### src/rtl/ula_pkg.sv
// rtl/ula_pkg.sv - shared state encoding and ALU op codes for the bit-serial sequencer
package ula_pkg;

    typedef enum logic [1:0] {
        IDLE = 2'd0,
        RUN  = 2'd1,
        DONE = 2'd2
    } state_t;

    localparam logic [1:0] OP_AND = 2'b00;
    localparam logic [1:0] OP_OR  = 2'b01;
    localparam logic [1:0] OP_ADD = 2'b10;
    localparam logic [1:0] OP_XOR = 2'b11;

endpackage

### src/rtl/ula_bit_shreg.sv
// rtl/ula_bit_shreg.sv - W-bit shift register with parallel load, shift-right and serial-in
module ula_bit_shreg #(
    parameter int W = 8
) (
    input  logic         clk,
    input  logic         rst_n,
    input  logic         load,
    input  logic [W-1:0] din,
    input  logic         shift,
    input  logic         sin,
    output logic [W-1:0] q
);

    always_ff @(posedge clk or negedge rst_n) begin
        if (!rst_n) begin
            q <= '0;
        end else if (load) begin
            q <= din;
        end else if (shift) begin
            q <= {sin, q[W-1:1]};
        end
    end

endmodule

### src/rtl/ula_serial_seq.sv
// rtl/ula_serial_seq.sv - LSB-first operand sequencer around a 1-bit ALU
// Optional macro SERIAL_OVF_EN adds the signed-overflow output ovf.
module ula_serial_seq
    import ula_pkg::*;
#(
    parameter int W = 8
) (
    input  logic         clk,
    input  logic         rst_n,
    input  logic         start,
    input  logic [W-1:0] opA,
    input  logic [W-1:0] opB,
    input  logic [1:0]   opSel,
    input  logic         cin,
    output logic         busy,
    output logic         done,
    output logic [W-1:0] result,
    output logic         cout,
    output logic         A,
    output logic         B,
    output logic         carryIn,
    output logic [1:0]   op,
    input  logic         C,
    input  logic         carryOut
`ifdef SERIAL_OVF_EN
    ,
    output logic         ovf
`endif
);

    localparam int CNT_W = $clog2(W + 1);

    state_t           state, state_nx;
    logic [CNT_W-1:0] counter;
    logic             carry_q;
    logic             accept;
    logic             cap;
    logic             last;
    logic [W-1:0]     sh_a;
    logic [W-1:0]     sh_b;
    logic             unused_bits;

    assign last = (counter == CNT_W'(W - 1));

    always_ff @(posedge clk or negedge rst_n) begin
        if (!rst_n) begin
            state <= IDLE;
        end else begin
            state <= state_nx;
        end
    end

    // A start is honoured in IDLE and in DONE (back-to-back); RUN ignores it.
    always_comb begin
        state_nx = state;
        accept   = 1'b0;
        cap      = 1'b0;
        case (state)
            IDLE: begin
                if (start) begin
                    accept   = 1'b1;
                    state_nx = RUN;
                end
            end
            RUN: begin
                cap = 1'b1;
                if (last) begin
                    state_nx = DONE;
                end
            end
            DONE: begin
                if (start) begin
                    accept   = 1'b1;
                    state_nx = RUN;
                end else begin
                    state_nx = IDLE;
                end
            end
            default: state_nx = IDLE;
        endcase
    end

    always_ff @(posedge clk or negedge rst_n) begin
        if (!rst_n) begin
            counter <= '0;
            carry_q <= 1'b0;
            op      <= 2'b00;
            cout    <= 1'b0;
        end else if (accept) begin
            counter <= '0;
            carry_q <= cin;
            op      <= opSel;
            cout    <= 1'b0;
        end else if (cap) begin
            counter <= counter + 1'b1;
            carry_q <= carryOut;
            if (last) begin
                cout <= carryOut;
            end
        end
    end

`ifdef SERIAL_OVF_EN
    // Signed overflow: carry into the MSB differs from carry out of it.
    always_ff @(posedge clk or negedge rst_n) begin
        if (!rst_n) begin
            ovf <= 1'b0;
        end else if (accept) begin
            ovf <= 1'b0;
        end else if (cap && last) begin
            ovf <= carry_q ^ carryOut;
        end
    end
`endif

    ula_bit_shreg #(.W(W)) u_sh_a (
        .clk   (clk),
        .rst_n (rst_n),
        .load  (accept),
        .din   (opA),
        .shift (cap),
        .sin   (1'b0),
        .q     (sh_a)
    );

    ula_bit_shreg #(.W(W)) u_sh_b (
        .clk   (clk),
        .rst_n (rst_n),
        .load  (accept),
        .din   (opB),
        .shift (cap),
        .sin   (1'b0),
        .q     (sh_b)
    );

    ula_bit_shreg #(.W(W)) u_result (
        .clk   (clk),
        .rst_n (rst_n),
        .load  (accept),
        .din   ({W{1'b0}}),
        .shift (cap),
        .sin   (C),
        .q     (result)
    );

    assign unused_bits = ^{sh_a[W-1:1], sh_b[W-1:1]};

    assign busy    = (state == RUN);
    assign done    = (state == DONE);
    assign A       = busy & sh_a[0];
    assign B       = busy & sh_b[0];
    assign carryIn = busy & carry_q;

endmodule

### config.mk
export PLATFORM = sky130hd
export DESIGN_NAME = ula_serial_seq
export DESIGN_NICKNAME = d
export VERILOG_FILES = /design/src/rtl/ula_pkg.sv /design/src/rtl/ula_bit_shreg.sv /design/src/rtl/ula_serial_seq.sv
export SDC_FILE = /design/constraint.sdc
export NUM_CORES = 1
export LEC_CHECK = 0
export BUFFER_PORTS_ARGS = -buffer_cell sky130_fd_sc_hd__buf_2
export CAP_MARGIN = 10
export CORE_MARGIN = 3
export CORE_UTILIZATION = 45
export DETAILED_ROUTE_END_ITERATION = 6
export PLACE_DENSITY = 0.73
export SLEW_MARGIN = 20
export SYNTH_ARGS = -nofsm -noshare
export SYNTH_HDL_FRONTEND = slang
export SYNTH_SLANG_ARGS = --single-unit
### constraint.sdc
create_clock -name clk -period 1.2 [get_ports clk]
set_input_delay 0.18 -clock clk [delete_from_list [all_inputs] [get_ports clk]]
set_output_delay 0.18 -clock clk [all_outputs]
set_load 0.03 [all_outputs]
# == After elaboration in Yosys (flattened, before gate mapping) ==
# Index checks and enable logic that the tools add are counted.
# word_totals
word_cells,43
regBits,34
out_inout_bits,16
inputBits,24
# op_classes
bitwise_logic,3
reduce_logical,6
n_addsub,1
eq_ne,5
n_mux,20
# op_table
cell,n
two-way mux 8 bit,6
two-way mux 1 bit,9
two-way mux 4 bit,2
case mux 2 bit (3 select lines),1
"adder 4 x 1 -> 4 bit, second input constant",1
"equality test 4 x 3 -> 1 bit, second input constant",1
two-way mux 2 bit,2
AND reduction 2 bit,2
nonzero test 2 bit,2
AND 1 bit,3
"equality test 2 x 1 -> 1 bit, second input constant",1
"equality test 2 bit, second input constant",1
zero test 2 bit,1
"inequality test 2 x 1 -> 1 bit, second input constant",1
"inequality test 2 bit, second input constant",1
OR reduction 2 bit,1

# == Logic depth before layout (Yosys ltp) ==
# depth
depth_word,5
ltp_mapped,6
mapped_depth_nobuf,4

# == By module ==
# From an unflattened synthesis, not the netlist that was laid out.
# unflattened
hier_cells,150
area_unflattened_um2,1587.8
# modules_own_cells
mod,cells_per_inst,seq_area_each_um2,instances,area_per_inst_um2
ula_bit_shreg,34,200.2,3,372.9
ula_serial_seq,48,250.2,1,469.2

# == Worst setup path after synthesis ==
# No wires, ideal clock.
# synth_timing
path_kind,reg2out
start,register state[1]
end,output port A
required_time_ns,1.020
slack_ns,-0.259
n_path_buf,2
t_arrival_ns,1.279
stages_incl_launch_ff,6
cell_sequence,dfrtp_1 > nand2b_1 > buf_6 > inv_6 > buf_2 > and2_1
# synth_between
elab_chain_len,2
# synth_lines
item,line_no,text
"start, declared",ula_serial_seq.sv:33,"state_t state, state_nx;"
"start signal, assigned",ula_serial_seq.sv:49,state <= state_nx;
equality test 2 x 1 -> 1 bit,ula_serial_seq.sv:148,assign busy = (state == RUN);
via busy,ula_serial_seq.sv:15,"output logic busy,"
AND 1 bit,ula_serial_seq.sv:150,assign A = busy & sh_a[0];
"end, declared",ula_serial_seq.sv:19,"output logic A,"
# The timed path passes the listed nets, and every way through them passes these cells.

# == Worst setup path in the final report ==
# layout_timing
start,register state[0]
end,output port done
# layout_between
elab_chain_len,1
# layout_lines
item,line_no,text
equality test 2 bit,ula_serial_seq.sv:149,assign done = (state == DONE);
"end, declared",ula_serial_seq.sv:16,"output logic done,"
# Every way passes these cells.

==> impl_metrics.ini <==
[final_layout]
drive_gt1_share_pct = 42.64
ff_latch_area_um2 = 852.1
fill_cells = 250
final_nets = 222
multi_input_area_um2 = 588.1
area_growth_pct = 38.47
diodes = 0
final_cells = 241

[placement]
dp_hpwl_um = 2281
gp_congestion = 0.7400
post-place-ws_ns = -0.3222
port_buffers = 39
dp_cells = 225

[synth]
syn_area_per_cell_um2 = 10.54
yosys.area.top_type = dfrtp_1
synth_nets = 163
ys_async_sr_fraction_pct = 100.0
synth_top_area_share_pct = 58.52
synth_flop_cell = dfrtp_1
synth_edf_count = 0
yosysMostFrequentCell = dfrtp_1
synth_cell_types = 25
synth_seq_cells = 34
ys_warn_count = 0
synth_area_um2 = 1454
ys_seq_area_share_pct = 58.52
ys_top_cells_by_count = dfrtp_1 (34), nand2_1 (30), a22o_1 (11), nor2_1 (11)
synth_cells = 138
synthTopCellsByArea = dfrtp_1 (59%), nand2_1 (7.7%), a22o_1 (6.6%), a31oi_1 (3.4%), a22oi_1 (3.1%)

[timing]
max_freq_ghz = 0.6973
finalCritPeriodShare_pct = 119.5
worst_pin_slew_ns = 0.4067
slew_violations = 0
slew-limit-headroom_pct = 72.89
finalWorstSetupSlack_ns = -0.2341
hold_viol_final = 0
finalCriticalPeriod_ns = 1.434
setup_tns_ns = -1.382
skew_ns = 0.003997
setup_viol = 23
rsz0062_at_grt = yes
fin_hold_ws_ns = 0.02862

[setup_path]
reg2reg_to = counter[3]$_DFFE_PN0P_
ff2ff_setup_slack_ns = -0.07
rr_worst_depth = 6
critical_path_required_ns = 1.02
cp-end-kind = primary output
critPathKind = flop to primary output
r2r_start = state[1]$_DFFE_PN0P_
startpoint_type = flop
crit_arrival_ns = 1.25
path_max_fanout = 4

[worst_hold_path]
worst_hold_path.endpoint = op[1]$_DFFE_PN0P_
holdCritStartpoint = opSel[1]
hold_class = primary input to flop
holdPathStages = 3

[global_route]
grt_remaining_overflow = 0
grt_pass1_vias = 1231
antenna_found_initial = 0
grt_max_degree = 21
grt_util_all_layers_pct = 18.04
grt_pass1_wl_um = 5464

[die]
rows = 20
floorplan.initialDensity_pct = 47.24
core_area_um2 = 3078
dieArea_um2 = 3949
dieWidth_um = 62.84
die_y_um = 62.84
io_pins = 40

[drt]
vias_per_cell = 5.166
firstDrtPassIters = 4
wl_per_cell_um = 14.51
drt_iter0_markers = 44
vias = 1245
ant_nets = 0
drc = 0
drt_wl_total_um = 3498

[pwr]
powerDensity_nw_per_um2 = 2809
ir_drop_uv = 1831
p_leak_nw = 1.005
p_total_mw = 5.656

[run_status]
outcome = finished with violations
violations = negative setup slack

[clock_tree]
worst_skew_pair.late_latency_ns = 0.33
clk_pin_slew_worst_paths_ns = 0.09
cts.path.max_buffers = 2
root_buffer = clkbuf_4
cts_buffers = 5
cts_tree = done
h-tree-depth = 2
cts.sinks = 34

[run]
maxCapViolCount = 0
[worst max-delay path, cell delays in order, from the launching register on]
cell and delay (ns):
dfrtp_2 0.45, buf_6 0.13, and2b_1 0.21, buf_6 0.13
[cells in the final DEF (no fill, tap or decap), drive strengths merged]
cell type	n
nand2	30
mux2i	1
clkbuf	9
nand3	8
ha	1
a31oi	8
dfrtp	34
o21ai	3
and2b	2
xor2	1
o22ai	1
nand3b	1
nand4	1
dlygate4sd3	1
nand2b	2
nor2	12
inv	1
nor3	1
a22oi	6
buf	58
a22o	11
and3b	1
and2	4
[registers in the layout (all words and copies together), names as in the netlist]
signal and flops:
u_sh_a.q 8, u_sh_b.q 8, u_result.q 8, counter 4
state 2, cout 1, carry_q 1, op 2
[logic make-up (layout without fill, tap and decap cells)]
kind of cell	Yosys count	count (layout)	synth area share, %
flops	34	34	58.52
compound gates	29	29	14.63
buf+inv	11	69	5.421
mux	1	1	0.6885
simple gates	61	62	19.28
xor+xnor	1	1	0.6025
fa+ha+maj	1	1	0.8604
[stage by stage]
step / utilization (%) / instance area, um^2
floorplan: - / 1479
global placement: 56.99 / 1754
detailed placement: 56.99 / 1754
CTS: 62.56 / 1926
finish: 65.41 / 2013
global route: 65.41 / 2013
[routing by layer]
metal	wire, um	GRT usage [%]	up-vias
met5	0	0	-
met4	93	8.540	0
met3	196	5.576	11
met2	1772	31.03	43
met1	1436	20.28	588
li1	-	-	603
[worst max-delay path by stage]
| stage | from | end | slack, ns | cells past startpoint |
|---|---|---|---|---|
| 2_1_floorplan | state[1]$_DFFE_PN0P_ | A | -0.0001 | 5 |
| 3_3_place_gp | state[0]$_DFFE_PN0P_ | u_result.q[7]$_DFFE_PN0P_ | -0.20 | 3 |
| 3_5_place_dp | state[0]$_DFFE_PN0P_ | u_result.q[3]$_DFFE_PN0P_ | -0.32 | 3 |
| 4_1_cts | state[0]$_DFFE_PN0P_ | done | -0.25 | 3 |
| 5_1_grt | state[0]$_DFFE_PN0P_ | done | -0.28 | 3 |
| 6_report | state[0]$_DFFE_PN0P_ | done | -0.23 | 3 |
[report_power, final]
part	internal, mW	switching, mW	leakage (nW)
combinational	1.46	1.63	0.554
clock	0.221	0.357	0.0254
sequential	1.67	0.331	0.425
total	3.34	2.31	1.00
[timing repair]
| item | in CTS | in global routing |
|---|---|---|
| endpoints found under the hold margin | 16 | 0 |
| gates resized for setup | 27 | 8 |
| buffers inserted | 3 | 2 |
| cloned | 1 | 3 |
| setup endpoints to repair | 19 | 32 |
| pin swaps | 8 | 5 |
| hold buffers | 1 | 0 |
[cell type report]
type,instances,share of cell area [%]
Multi-Input combinational cell,94,29.21
Tap cell,44,2.735
Inverter,1,0.4351
Clock buffer,7,2.237
Sequential cell,34,42.32
Timing Repair Buffer,61,23.06
(Power assumes the default switching activity.)
